<file path="config.mk">
export PLATFORM = sky130hd
export DESIGN_NAME = gray_pad
export DESIGN_NICKNAME = d
export VERILOG_FILES = /design/src/rtl/img_pkg.sv /design/src/rtl/rgb_luma.sv /design/src/rtl/gray_pad.sv
export SDC_FILE = /design/constraint.sdc
export NUM_CORES = 1
export LEC_CHECK = 0
export ABC_CLOCK_PERIOD_IN_PS = 8100
export BUFFER_PORTS_ARGS = -buffer_cell sky130_fd_sc_hd__buf_4
export CORE_MARGIN = 2
export CORE_UTILIZATION = 31
export DETAILED_ROUTE_END_ITERATION = 10
export HOLD_SLACK_MARGIN = 0.1
export SLEW_MARGIN = 20
export SYNTH_ARGS = -nofsm -noshare
export SYNTH_HDL_FRONTEND = slang
export SYNTH_SLANG_ARGS = --single-unit
</file>
<file path="constraint.sdc">
create_clock -name clk -period 8.1 [get_ports clk]
set_clock_uncertainty 0.2 [all_clocks]
set_input_delay 0.405 -clock clk [delete_from_list [all_inputs] [get_ports clk]]
set_output_delay 0.405 -clock clk [all_outputs]
set_load 0.05 [all_outputs]
</file>
<file path="src/rtl/img_pkg.sv">
// Shared image-pipeline constants: raster geometry, Sobel row pitch, luma weights
// and the gray_pad state encoding.
package img_pkg;

  localparam int unsigned IMG_W = 480;
  localparam int unsigned IMG_H = 480;
  localparam int unsigned PAD_W = IMG_W + 2;

  localparam int unsigned LUMA_R = 77;
  localparam int unsigned LUMA_G = 150;
  localparam int unsigned LUMA_B = 29;

  typedef enum logic [2:0] {
    IDLE,
    TOP,
    LEFT,
    ACTIVE,
    RIGHT,
    BOTTOM
  } gp_state_e;

endpackage

</file>
<file path="src/rtl/rgb_luma.sv">
// Combinational RGB888 -> 8-bit luma, Y = (77R + 150G + 29B) >> 8, truncated.
module rgb_luma
  import img_pkg::*;
(
  input  logic [23:0] rgb,
  output logic [7:0]  y
);

  logic [15:0] acc;

  // Weights sum to 256, so the 16-bit sum tops out at 65280 and cannot wrap.
  always_comb begin
    acc = 16'(LUMA_R) * 16'(rgb[23:16])
        + 16'(LUMA_G) * 16'(rgb[15:8])
        + 16'(LUMA_B) * 16'(rgb[7:0]);
    y   = 8'(acc >> 8);
  end

endmodule

</file>
<file path="src/rtl/gray_pad.sv">
// Converts an RGB raster to luma and wraps it in a one-pixel zero border,
// producing a PAD_W-pitch grayscale stream for the Sobel stage.
module gray_pad #(
  parameter int unsigned IMG_W = img_pkg::IMG_W,
  parameter int unsigned IMG_H = img_pkg::IMG_H
) (
  input  logic        clk,
  input  logic        rst,
  input  logic        start,
  input  logic [23:0] in_rgb,
  input  logic        in_valid,
  output logic        in_ready,
  output logic [7:0]  out_data,
  output logic        out_valid,
  output logic        out_sol,
  output logic        out_sof,
  output logic        busy,
  output logic        done
);

  import img_pkg::*;

  localparam int unsigned COL_W = $clog2(IMG_W + 2);
  localparam int unsigned ROW_W = $clog2(IMG_H + 2);

  gp_state_e        state, state_nx;
  logic [COL_W-1:0] col, col_nx;
  logic [ROW_W-1:0] row, row_nx;
  logic             emit;
  logic             last;
  logic [7:0]       pix;
  logic [7:0]       luma;

  rgb_luma u_luma (
    .rgb (in_rgb),
    .y   (luma)
  );

  assign in_ready = (state == ACTIVE);
  assign busy     = (state != IDLE);

  // Next state, raster position and the pixel to emit this cycle.
  always_comb begin
    state_nx = state;
    col_nx   = col;
    row_nx   = row;
    emit     = 1'b0;
    last     = 1'b0;
    pix      = 8'd0;
    case (state)
      IDLE: begin
        // A start coinciding with the done pulse belongs to the finished frame.
        if (start && !done) begin
          state_nx = TOP;
          col_nx   = '0;
          row_nx   = '0;
        end
      end
      TOP: begin
        emit = 1'b1;
        if (col == COL_W'(IMG_W + 1)) begin
          state_nx = LEFT;
          col_nx   = '0;
          row_nx   = ROW_W'(1);
        end else begin
          col_nx = col + COL_W'(1);
        end
      end
      LEFT: begin
        emit     = 1'b1;
        col_nx   = COL_W'(1);
        state_nx = ACTIVE;
      end
      ACTIVE: begin
        if (in_valid) begin
          emit   = 1'b1;
          pix    = luma;
          col_nx = col + COL_W'(1);
          if (col == COL_W'(IMG_W)) state_nx = RIGHT;
        end
      end
      RIGHT: begin
        emit     = 1'b1;
        col_nx   = '0;
        row_nx   = row + ROW_W'(1);
        state_nx = (row < ROW_W'(IMG_H)) ? LEFT : BOTTOM;
      end
      BOTTOM: begin
        emit = 1'b1;
        if (col == COL_W'(IMG_W + 1)) begin
          state_nx = IDLE;
          col_nx   = '0;
          last     = 1'b1;
        end else begin
          col_nx = col + COL_W'(1);
        end
      end
      default: state_nx = IDLE;
    endcase
  end

  // State, counters and registered output stage.
  always_ff @(posedge clk) begin
    if (rst) begin
      state     <= IDLE;
      col       <= '0;
      row       <= '0;
      out_data  <= 8'd0;
      out_valid <= 1'b0;
      out_sol   <= 1'b0;
      out_sof   <= 1'b0;
      done      <= 1'b0;
    end else begin
      state     <= state_nx;
      col       <= col_nx;
      row       <= row_nx;
      out_data  <= pix;
      out_valid <= emit;
      out_sol   <= emit && (col == '0);
      out_sof   <= emit && (col == '0) && (row == '0);
      done      <= last;
    end
  end

endmodule

</file>
Yosys cells after proc, flatten, opt, wreduce, memory -nomap -nowiden
Cells that the tools add are included.
W data, S select, Z words.

storage, ports and cells
  bits in registers = 33
  latch bits = 0
  memory bits (writable) = 0
  memory bits (read-only) = 0
  input bits = 28
  output and inout port bits = 14
  logic and storage cells = 64
  memories = 0

operators by class
  add/sub/neg operators = 4
  multiply operators = 3
  divide/modulo/power cells = 0
  $lt $le $gt $ge = 1
  equal/unequal tests = 12
  shifts and indexed selects = 0
  muxes and demuxes = 16
  bitwise gates (word level) = 3
  reductions and logical operators = 17

operators by type and width
  cell                    number
  $pmux W9 S5             1
  $mux W9                 4
  $mul A7 B8 Y15 const A  2
  $pmux W9 S3             1
  $add A9 B1 Y9 const B   2
  $eq A9 B9 Y1 const B    2
  $logic_not A9 Y1        2
  $mux W3                 6
  $pmux W3 S6             1
  $add A15 B16 Y16        1
  $add A16 B13 Y16        1
  $mul A5 B8 Y13 const A  1
  $lt A9 B9 Y1 const B    1
  $ne A2 B2 Y1 const B    4
  $eq A3 B2 Y1 const B    2
  $eq A3 B3 Y1 const B    2
  $reduce_and A3 Y1       2
  $reduce_bool A3 Y1      2
  $reduce_and A5 Y1       1
  $reduce_bool A5 Y1      1
  $reduce_or A2 Y1        2
  $reduce_or A4 Y1        1
  $eq A3 B1 Y1 const B    1
  $logic_and A1 B1 Y1     3
  7 further kinds         10

Depth between registers and ports, before layout
Gate-level depths: netlist (run 1).

  depth in word-level cells = 5
  gate-level depth with buffers = 25
  mapped depth without buffers = 25

By module
A second synthesis (run 1) with hierarchy kept.

second synthesis, totals
  cell total of the unflattened synthesis = 501
  area total of the unflattened synthesis = 4735.8 sq um

by module, submodules not included
  module    instances  cells an instance  area an instance (sq um)  seq. area each (sq um)
  rgb_luma  1          317                3125.5                    0.0
  gray_pad  1          184                1610.3                    660.6

Least setup slack after synthesis (run 1)
OpenSTA, ideal clock, no wires.

  path type = input port to flip-flop
  start = input in_rgb[12]
  end = register out_data[7]
  setup time = 121 ps
  data arrival time = 6176 ps
  required time = 7779 ps
  setup slack = 1603 ps
  cell stages on the path = 23
  path buffers = 0
  cell sequence = ha_1 ha_1 inv_1 fa_1 inv_1 fa_1 ha_1 nor2b_1 nor3_1 xnor2_1 ha_1 fa_1 inv_1 fa_1 inv_1 fa_1 ha_1 and3_1 o211ai_2 o22ai_2 and4_4 or3_1 mux2_4

between the ends
  word-level cells in the longest chain between the ends = 3

RTL lines
  item                  line             source
  from (decl)           gray_pad.sv:10   input logic [23:0] in_rgb,
  $mul A7 B8 Y15        rgb_luma.sv:14   + 16'(LUMA_G) * 16'(rgb[15:8])
  $add A15 B16 Y16      rgb_luma.sv:14
  $add A16 B13 Y16      rgb_luma.sv:15   + 16'(LUMA_B) * 16'(rgb[7:0]);
  to (signal assigned)  gray_pad.sv:117  out_data <= pix;
  to (decl)             gray_pad.sv:13   output logic [7:0] out_data,

No other way between the ends.
A chain may end at the register's enable or synchronous reset.

Worst setup path in the final report (run 1)
Same ends and word-level chain as after synthesis.

==> results of run 1 <==
## through the flow
step                      hold WS (ns)  area [um^2]  std cells
final                            0.179         5330        734
after global routing             0.188         5330        734
after CTS                        0.168         5330        734
after detailed placement         0.317         5190        726
after global placement           0.316         5190        726
after floorplan                  0.240         4670        506
## where the power goes
| group | internal [uW] | switching, uW | total (uW) | leakage, uW |
|---|---|---|---|---|
| clock | 114 | 62.3 | 176 | 0.0000652 |
| combinational | 854 | 1080 | 1940 | 0.00232 |
| sequential | 175 | 16.5 | 192 | 0.000267 |
## layout by cell type (no fill, tap or decap), types with 5 or more instances in the layout
cell,n
sky130_fd_sc_hd__fa_1,55
sky130_fd_sc_hd__ha_1,89
sky130_fd_sc_hd__a21oi_1,18
sky130_fd_sc_hd__xor2_1,17
sky130_fd_sc_hd__nor3_1,7
sky130_fd_sc_hd__xnor2_1,12
sky130_fd_sc_hd__buf_4,41
sky130_fd_sc_hd__and3_1,8
sky130_fd_sc_hd__o21ai_0,9
sky130_fd_sc_hd__nor2b_1,7
sky130_fd_sc_hd__nor2_1,38
sky130_fd_sc_hd__inv_1,108
sky130_fd_sc_hd__dfxtp_1,33
sky130_fd_sc_hd__nand3_1,8
sky130_fd_sc_hd__nand2_1,18
sky130_fd_sc_hd__nand4_1,9
sky130_fd_sc_hd__clkbuf_16,5
## per-layer routing
layer / vias up / global-route usage (%) / wire, um
met4: 0 / 3.17 / 167
met2: 66 / 24.4 / 4990
met5: - / 0 / 0
met3: 17 / 1.39 / 275
met1: 1753 / 15.9 / 4220
li1: 1757 / - / -
## final cells by class
type / count / area [um^2]
Multi-Input combinational cell: 359 / 3580
Tap cell: 184 / 230
Fill cell: 1464 / 9320
Timing Repair Buffer: 41 / 308
Inverter: 109 / 409
Clock buffer: 8 / 136
Sequential cell: 33 / 661
## sequential cells by signal, summed over array words and instances, names as in the netlist
name       flops
col            9
done           1
out_data       8
out_sof        1
out_sol        1
out_valid      1
row            9
state          3
## worst max path at each step
stage | to | cells after the start | slack, ns
floorplan | out_data[7] | 23 | 1.60
global placement | out_data[7] | 24 | 1.32
detailed placement | out_data[7] | 24 | 1.20
CTS | out_data[7] | 24 | 1.49
global route | out_data[7] | 24 | 1.06
finish | out_data[7] | 24 | 1.50
## logic make-up (layout without fill, tap and decap cells)
family | after synthesis | after routing | synth area share [%]
buffers and inverters | 114 | 158 | 9.18
flip-flops | 33 | 33 | 14.1
multiplexers | 3 | 3 | 0.750
AO/OA/AOI/OAI | 64 | 64 | 10.0
XOR/XNOR | 29 | 29 | 5.43
AND/OR/NAND/NOR | 119 | 119 | 13.1
adder cells (fa/ha/maj) | 144 | 144 | 47.4
==> results.yml, run 1 <==
routing:
  routed-via-count: 3593
  first_iter_violations: 228
  drt-total-wl_mm: 9.64
  routed_wire_length_per_instance_um: 13.1
  drtPass1Iterations: 4
  routed_vias_inst: 4.90
  route.antenna.remaining_nets: 0
  post-route-drc-count: 0
finish:
  layout-area-overhead-vs-synth_pct: 14.0
  final_nets: 721
  final_core_util_pct: 36.4
  drive_gt1_share_pct: 11.1
  count_of_antenna_diodes_in_the_layout: 0
worst_hold_path:
  hold_start: "rst"
  hold_class: "in2reg"
  hold_path_depth: 2
  whs_endpoint: "col[7]"
logic_synthesis:
  yosysMostFrequentCell: "sky130_fd_sc_hd__inv_1"
  post_synth_most_frequent_cells: "108 x sky130_fd_sc_hd__inv_1, 89 x sky130_fd_sc_hd__ha_1, 55 x sky130_fd_sc_hd__fa_1"
  yosys_most_used_dff: "sky130_fd_sc_hd__dfxtp_1"
  avgSynthCellArea_um2: 9.24
  synth-seq-cells: 33
  yosys.cell_types.count: 54
  netlist.area_leader.share_pct: 23.8
  yosys.area.top_type: "sky130_fd_sc_hd__ha_1"
  async_reset_ff_share_pct: 0
  synth.top_cells.by_area: "sky130_fd_sc_hd__ha_1 24%, sky130_fd_sc_hd__fa_1 24%, sky130_fd_sc_hd__dfxtp_1 14%"
  synthesis.area_um2: 4670
  synth_warnings: 0
  synthesis.instances: 506
  proportion_of_synthesized_chip_area_in_sequential_cells_pct: 14.1
  synth_fp_nets: 678
  edff_count_synth: 0
grt:
  gr-total-overflow: 0
  grt_pass1_vias: 3852
  antenna_violations_before_repair: 0
  global_route.usage.total_pct: 13.0
  grt_start_max_net_pins: 17
  grt_pass1_wl_mm: 17.3
setup_path:
  path_class: "in2reg"
  largest_delay_contributor_family_on_the_critical_path: "adder cells"
  crit_path_top_delay_cell: "sky130_fd_sc_hd__fa_1"
  worst_setup_path_startpoint: "in_rgb[12]"
  critical_path.cell_chain: "buf_4, ha_1, ha_1, inv_1, fa_1, inv_1, fa_1, ha_1, nor3b_1, nor3_1, xnor2_1, ha_1, fa_1, inv_1, fa_1, inv_1, fa_1, ha_1, and3_1, o211ai_2, o22ai_2, a2111oi_0, or3_1, mux2_4"
  reg2reg_setup_slack_ns: 5.73
  cp_data_arrival_time_ns: 6.56
  timing.rr.start: "col[0]"
  crit_fanout: 4
  rr_endpoint: "row[6]"
  critical_path.endpoint_type: "flip-flop"
  sum_of_buffers_and_inverters_on_the_critical_path: 5
  r2r.worst_path.cells: 7
  start_kind: "primary input"
  worst_ep_required_time_ns: 8.06
  critical_path.max_stage_delay_ns: 0.53
power:
  leakage_uw: 0.00265
  p_total_uw: 2310
  power.density_cell_area_nw_per_um2: 433
  vdd.ir_drop.worst_mv: 0.272
cts:
  cts-root-buf: "sky130_fd_sc_hd__clkbuf_16"
  clock_tree_from_tritoncts: "yes"
  cts.sinks: 33
  worstSkewPairLatency_ns: 0.27
  postCtsResizedCells: 0
  cts_inserted_buffers: 5
  clock_tree.buffer_depth: 2
  clkSlewWorstSetupHoldPaths_ns: 0.05
  postCtsHoldBufs: 0
  cts_setup_buffers: 0
  cts.htree.levels: 2
timing:
  maxClockFrequency_mhz: 151
  timing.setup.tns_ns: 0
  postLayoutSetupSlackWorst_ns: 1.50
  period_share_pct: 81.5
  timing.final.crit_period_ns: 6.60
  max_slew_margin_pct: 58.9
  finalHoldViolCount: 0
  worst_pin_slew_ns: 0.613
  drv_slew: 0
  timing.final.setup_violations: 0
  setup_repair_after_global_routing_missed_its_margin: "false"
die:
  die_footprint_um2: 16100
  pin_count: 42
  die_y_um: 127
  placeable_core_region_um2: 14600
  fp-row-count: 44
  die_width_um: 127
  floorplan.initialDensity_pct: 31.9
placed_design:
  gp_congestion: 0.873
  place_ws_ns: 1.20
  dp_hpwl_mm: 8.42
  place.port_buffers: 41
job:
  maxcap_viol_count: 0
outcome:
  status: "completed"
Note: power is estimated with default switching activity, not from simulation.
==> inputs of run 2 (changes only) <==
ABC_AREA = 1   (was default)
ABC_CLOCK_PERIOD_IN_PS = 5400   (was 8100)
clock period = 5.4 ns   (was 8.1 ns; I/O delays follow)
==> results.yml, run 2 <==
worst_hold_path:
  hold_class: "in2reg"
  hold_path_depth: 2
  hold_start: "rst"
  whs_endpoint: "state[2]"
logic_synthesis:
  yosys.area.top_type: "sky130_fd_sc_hd__ha_1"
  yosysMostFrequentCell: "sky130_fd_sc_hd__inv_1"
  edff_count_synth: 0
  async_reset_ff_share_pct: 0
  netlist.area_leader.share_pct: 22.3
  synth.top_cells.by_area: "sky130_fd_sc_hd__ha_1 22%, sky130_fd_sc_hd__fa_1 22%, sky130_fd_sc_hd__dfxtp_1 13%"
  synthesis.area_um2: 5000
  synth-seq-cells: 33
  synth_warnings: 0
  synthesis.instances: 637
  yosys.cell_types.count: 37
  synth_fp_nets: 809
  avgSynthCellArea_um2: 7.85
  post_synth_most_frequent_cells: "141 x sky130_fd_sc_hd__inv_1, 117 x sky130_fd_sc_hd__nand2_1, 89 x sky130_fd_sc_hd__ha_1"
  yosys_most_used_dff: "sky130_fd_sc_hd__dfxtp_1"
  proportion_of_synthesized_chip_area_in_sequential_cells_pct: 13.2
cts:
  cts.htree.levels: 2
  cts_inserted_buffers: 5
  cts.sinks: 33
  cts-root-buf: "sky130_fd_sc_hd__clkbuf_16"
  clkSlewWorstSetupHoldPaths_ns: 0.05
  clock_tree.buffer_depth: 2
  clock_tree_from_tritoncts: "yes"
  worstSkewPairLatency_ns: 0.27
routing:
  routed-via-count: 4078
  post-route-drc-count: 0
  routed_vias_inst: 4.38
  drt-total-wl_mm: 10.5
  drtPass1Iterations: 4
  route.antenna.remaining_nets: 0
  first_iter_violations: 165
  routed_wire_length_per_instance_um: 11.3
die:
  die_width_um: 131
  die_footprint_um2: 17200
  placeable_core_region_um2: 15800
  fp-row-count: 46
  floorplan.initialDensity_pct: 31.6
  pin_count: 42
  die_y_um: 131
setup_path:
  cp_data_arrival_time_ns: 5.42
  cp_common_cell: "sky130_fd_sc_hd__fa_1"
  largest_delay_contributor_family_on_the_critical_path: "adder cells"
  worst_ep_required_time_ns: 5.41
  timing.rr.start: "col[0]"
  start_kind: "primary input"
  sum_of_buffers_and_inverters_on_the_critical_path: 5
  critical_path.endpoint_type: "flip-flop"
  critical_path.cell_chain: "buf_8, ha_4, ha_4, inv_2, fa_1, inv_1, fa_1, ha_4, buf_6, xnor2_4, fa_1, fa_1, fa_1, inv_2, fa_1, ha_4, nand2_4, nor2_4, and2_4, nand2_2, nand2_2, nand3_2, a21oi_2"
  crit_path_top_delay_cell: "sky130_fd_sc_hd__fa_1"
  rr_endpoint: "col[2]"
  critical_path.max_stage_delay_ns: 0.53
  path_class: "in2reg"
  r2r.worst_path.cells: 10
  reg2reg_setup_slack_ns: 3.57
  crit_fanout: 5
finish:
  count_of_antenna_diodes_in_the_layout: 0
  register_area_um2: 661
  layout-area-overhead-vs-synth_pct: 27.3
  drive_gt1_share_pct: 24.6
  reg.largest.list: "col: 9 flops, row: 9 flops, out_data: 8 flops"
  multi_input_area_um2: 4170
  fill_cells: 1625
  highest_count_cells_in_the_layout_ignoring_fill_and_taps: "132 x sky130_fd_sc_hd__inv_1, 100 x sky130_fd_sc_hd__nand2_1, 77 x sky130_fd_sc_hd__ha_1, 69 x sky130_fd_sc_hd__buf_4, 55 x sky130_fd_sc_hd__fa_1"
  final_nets: 886
  leading_cell_type_in_the_layout_fill_and_taps_excluded: "sky130_fd_sc_hd__inv_1"
grt:
  antenna_violations_before_repair: 0
  grt_pass1_vias: 4035
  gr-total-overflow: 0
  grt_pass1_wl_mm: 18.2
  global_route.usage.total_pct: 13.0
  grt_start_max_net_pins: 15
timing:
  timing.final.crit_period_ns: 5.40
  period_share_pct: 100
  maxClockFrequency_mhz: 185
  max_slew_margin_pct: 75.0
  setup_repair_after_global_routing_missed_its_margin: "true"
  worst_pin_slew_ns: 0.373
  timing.final.setup_violations: 1
  finalHoldViolCount: 0
  drv_slew: 0
  postLayoutSetupSlackWorst_ns: -0.000626
  timing.hold.ws_ns: 0.119
outcome:
  violated_checks: "setup timing"
  status: "complete, but fails checks"
job:
  maxcap_viol_count: 0
placed_design:
  dp_hpwl_mm: 8.95
  gp_congestion: 0.809
  place.port_buffers: 41
[run 2: worst max-delay path by stage]
stage                     from          end  depth (start not counted)
finish              in_rgb[12]  out_data[7]                         23
global route        in_rgb[13]  out_data[6]                         24
CTS                 in_rgb[12]  out_data[6]                         26
floorplan           in_rgb[12]  out_data[6]                         25
detailed placement  in_rgb[12]  out_data[7]                         26
global placement    in_rgb[11]  out_data[7]                         24
[run 2: per-layer routing]
layer  share of wire [%]  vias to the layer above  GRT usage, %
met2                  48                       44          22.2
li1                    -                     2160             -
met3                 2.5                        5         0.855
met5                   0                        -             0
met1                  49                     1869          18.5
met4                0.68                        0          1.88
[run 2: cell type report]
type	count	area share [%]
Timing Repair Buffer	72	8.73
Clock inverter	1	0.0787
Multi-Input combinational cell	457	65.6
Tap cell	216	4.25
Clock buffer	7	2.40
Sequential cell	33	10.4
Inverter	145	8.55
[run 2: kinds of logic after synthesis]
kind of cell    count (synthesis)  synth area share, %
simple gates                  232                 21.5
fa+ha+maj                     144                 44.3
flops                          33                 13.2
buf+inv                       147                 11.1
xor+xnor                       13                 2.28
compound gates                 68                 7.66
[run 2: through the flow]
step / cells / util [%] / setup slack (ns) / cell area (um^2) / setup TNS (ns)
after global routing: 931 / 40.2 / -0.246 / 6360 / -1.13
after global placement: 920 / 37.2 / -0.350 / 5880 / -2.22
after floorplan: 637 / - / -0.0547 / 5100 / -0.116
final: 931 / 40.2 / -0.000626 / 6360 / -0.000626
after CTS: 931 / 38.6 / -0.0655 / 6100 / -0.0995
after detailed placement: 920 / 37.2 / -0.402 / 5880 / -2.51
[run 2: repair_timing]
action                                  4_1_cts  5_1_grt
setup buffers                                 3        0
hold buffers                                  0        0
endpoints found under the setup margin        6        8
pin swaps                                    17       32
resized for setup                            12       65
Power of run 2 is not shown: default switching activity piles up to over one toggle a cycle in this logic, so the estimate is an artifact.
==> inputs of run 3 (changes only) <==
ABC_AREA = default   (was 1)
ABC_CLOCK_PERIOD_IN_PS = 4550   (was 5400)
clock period = 4.55 ns   (was 5.4 ns; I/O delays follow)
==> results.yml, run 3 (same netlist as run 1, synthesis figures left out) <==
die:
  floorplan.initialDensity_pct: 31.9
  placeable_core_region_um2: 14600
  die_width_um: 127
  die_y_um: 127
  die_footprint_um2: 16100
  fp-row-count: 44
  pin_count: 42
setup_path:
  worst_setup_path_endpoint: "out_data[7]"
  start_kind: "primary input"
  worst_ep_required_time_ns: 4.52
  critical_path.endpoint_type: "flip-flop"
  crit_fanout: 4
  critical_path.max_stage_delay_ns: 0.53
  path_class: "in2reg"
  critical_path.cell_chain: "buf_8, ha_4, ha_4, inv_2, fa_1, inv_1, fa_1, ha_4, nor3b_4, nor3_2, xnor2_1, ha_1, fa_1, inv_2, fa_2, inv_2, fa_1, ha_4, buf_6, a21oi_4, o22ai_4, and4_4, or3_4, mux2_4"
  cp_data_arrival_time_ns: 5.89
  crit_path_top_delay_cell: "sky130_fd_sc_hd__fa_2"
  r2r.worst_path.cells: 7
  worst_setup_path_startpoint: "in_rgb[12]"
  timing.rr.start: "col[0]"
  rr_endpoint: "row[4]"
  reg2reg_setup_slack_ns: 2.20
cts:
  cts_inserted_buffers: 5
  cts.sinks: 33
  clkSlewWorstSetupHoldPaths_ns: 0.05
  clock_tree.buffer_depth: 2
  cts-root-buf: "sky130_fd_sc_hd__clkbuf_16"
  cts.htree.levels: 2
  clock_tree_from_tritoncts: "yes"
  worstSkewPairLatency_ns: 0.28
timing:
  timing.final.setup_violations: 8
  timing.setup.tns_ns: -8.26
  setup_repair_after_global_routing_missed_its_margin: "true"
  maxClockFrequency_mhz: 169
  postLayoutSetupSlackWorst_ns: -1.38
  period_share_pct: 130
  finalHoldViolCount: 0
  drv_slew: 0
  max_slew_margin_pct: 59.5
  timing.final.crit_period_ns: 5.93
  worst_pin_slew_ns: 0.604
outcome:
  violated_checks: "setup timing"
  status: "complete, but fails checks"
placed_design:
  gp_congestion: 0.895
  place_ws_ns: -1.78
  place.port_buffers: 41
  dp_hpwl_mm: 8.87
finish:
  final_nets: 790
  drive_gt1_share_pct: 29.4
  highest_count_cells_in_the_layout_ignoring_fill_and_taps: "101 x sky130_fd_sc_hd__inv_1, 93 x sky130_fd_sc_hd__buf_4, 69 x sky130_fd_sc_hd__ha_1, 54 x sky130_fd_sc_hd__fa_1, 36 x sky130_fd_sc_hd__nor2_1"
  count_of_antenna_diodes_in_the_layout: 0
  reg.largest.list: "col: 9 flops, row: 9 flops, out_data: 8 flops"
  leading_cell_type_in_the_layout_fill_and_taps_excluded: "sky130_fd_sc_hd__inv_1"
  final_core_util_pct: 43.2
  fill_cells: 1409
  layout-area-overhead-vs-synth_pct: 35.5
grt:
  antenna_violations_before_repair: 0
  grt_use_met2_pct: 26.6
  gr-max-usage-layer: "met2"
  grt_pass1_vias: 4146
  global_route.usage.total_pct: 13.8
  grt_start_max_net_pins: 17
  met3_global_route_usage_pct: 1.35
  grt_pass1_wl_mm: 18.4
  gr-total-overflow: 0
  globalRouteMet1Util_pct: 16.1
routing:
  routed_vias_inst: 4.70
  routed-via-count: 3772
  drt-total-wl_mm: 10.4
  routed_wire_length_per_instance_um: 13.0
  drtPass1Iterations: 4
  post-route-drc-count: 0
  first_iter_violations: 181
  route.antenna.remaining_nets: 0
worst_hold_path:
  hold_class: "reg2reg"
job:
  maxcap_viol_count: 0
[run 3: worst min-delay path by stage]
stage | start | cells past startpoint | to
after floorplan | col[8] | 1 | out_sol
after global placement | rst | 2 | col[7]
after detailed placement | rst | 2 | col[7]
after CTS | col[8] | 1 | out_sol
after global routing | col[8] | 1 | out_sol
final | col[8] | 1 | out_sol
[run 3: layout make-up]
type	instances	area [um^2]	share of cell area, %
flip-flops and latches	33	661	10.4
clock buffers	7	153	2.41
inverters	109	409	6.46
well taps	184	230	3.64
clock inverters	1	5.00	0.0791
repair buffers	110	905	14.3
multi-input cells	359	3970	62.7
[run 3: stage by stage]
| stage | hold slack [ns] | area, um^2 | std cells |
|---|---|---|---|
| floorplan | 0.240 | 4820 | 506 |
| global placement | 0.277 | 5810 | 788 |
| detailed placement | 0.279 | 5810 | 788 |
| CTS | 0.311 | 6370 | 810 |
| global route | 0.334 | 6330 | 803 |
| finish | 0.313 | 6330 | 803 |
[run 3: worst max-delay path: cells and delay by family]
kind / cells / cell delay [ns]
and+or+nand+nor: 4 / 0.85
buffers and inverters: 6 / 0.37
adders and majority gates: 10 / 3.77
xor gates and xnor gates: 1 / 0.12
AOI/OAI and AO/OA: 2 / 0.25
muxes: 1 / 0.29
[run 3: per-layer routing]
layer  vias up  part of all wire [%]
met3        13                   2.2
met5         -                     0
li1       1884                     -
met2        46                    54
met4         0                   1.4
met1      1829                    42
[run 3: what timing repair did]
item / 4_1_cts / 5_1_grt
pin swaps: 27 / 19
endpoints found under the hold margin: 7 / 0
endpoints found under the setup margin: 8 / 8
hold buffers: 1 / 0
gates resized for setup: 54 / 14
setup buffers: 13 / 3
Power of run 3 is left out for the same reason.
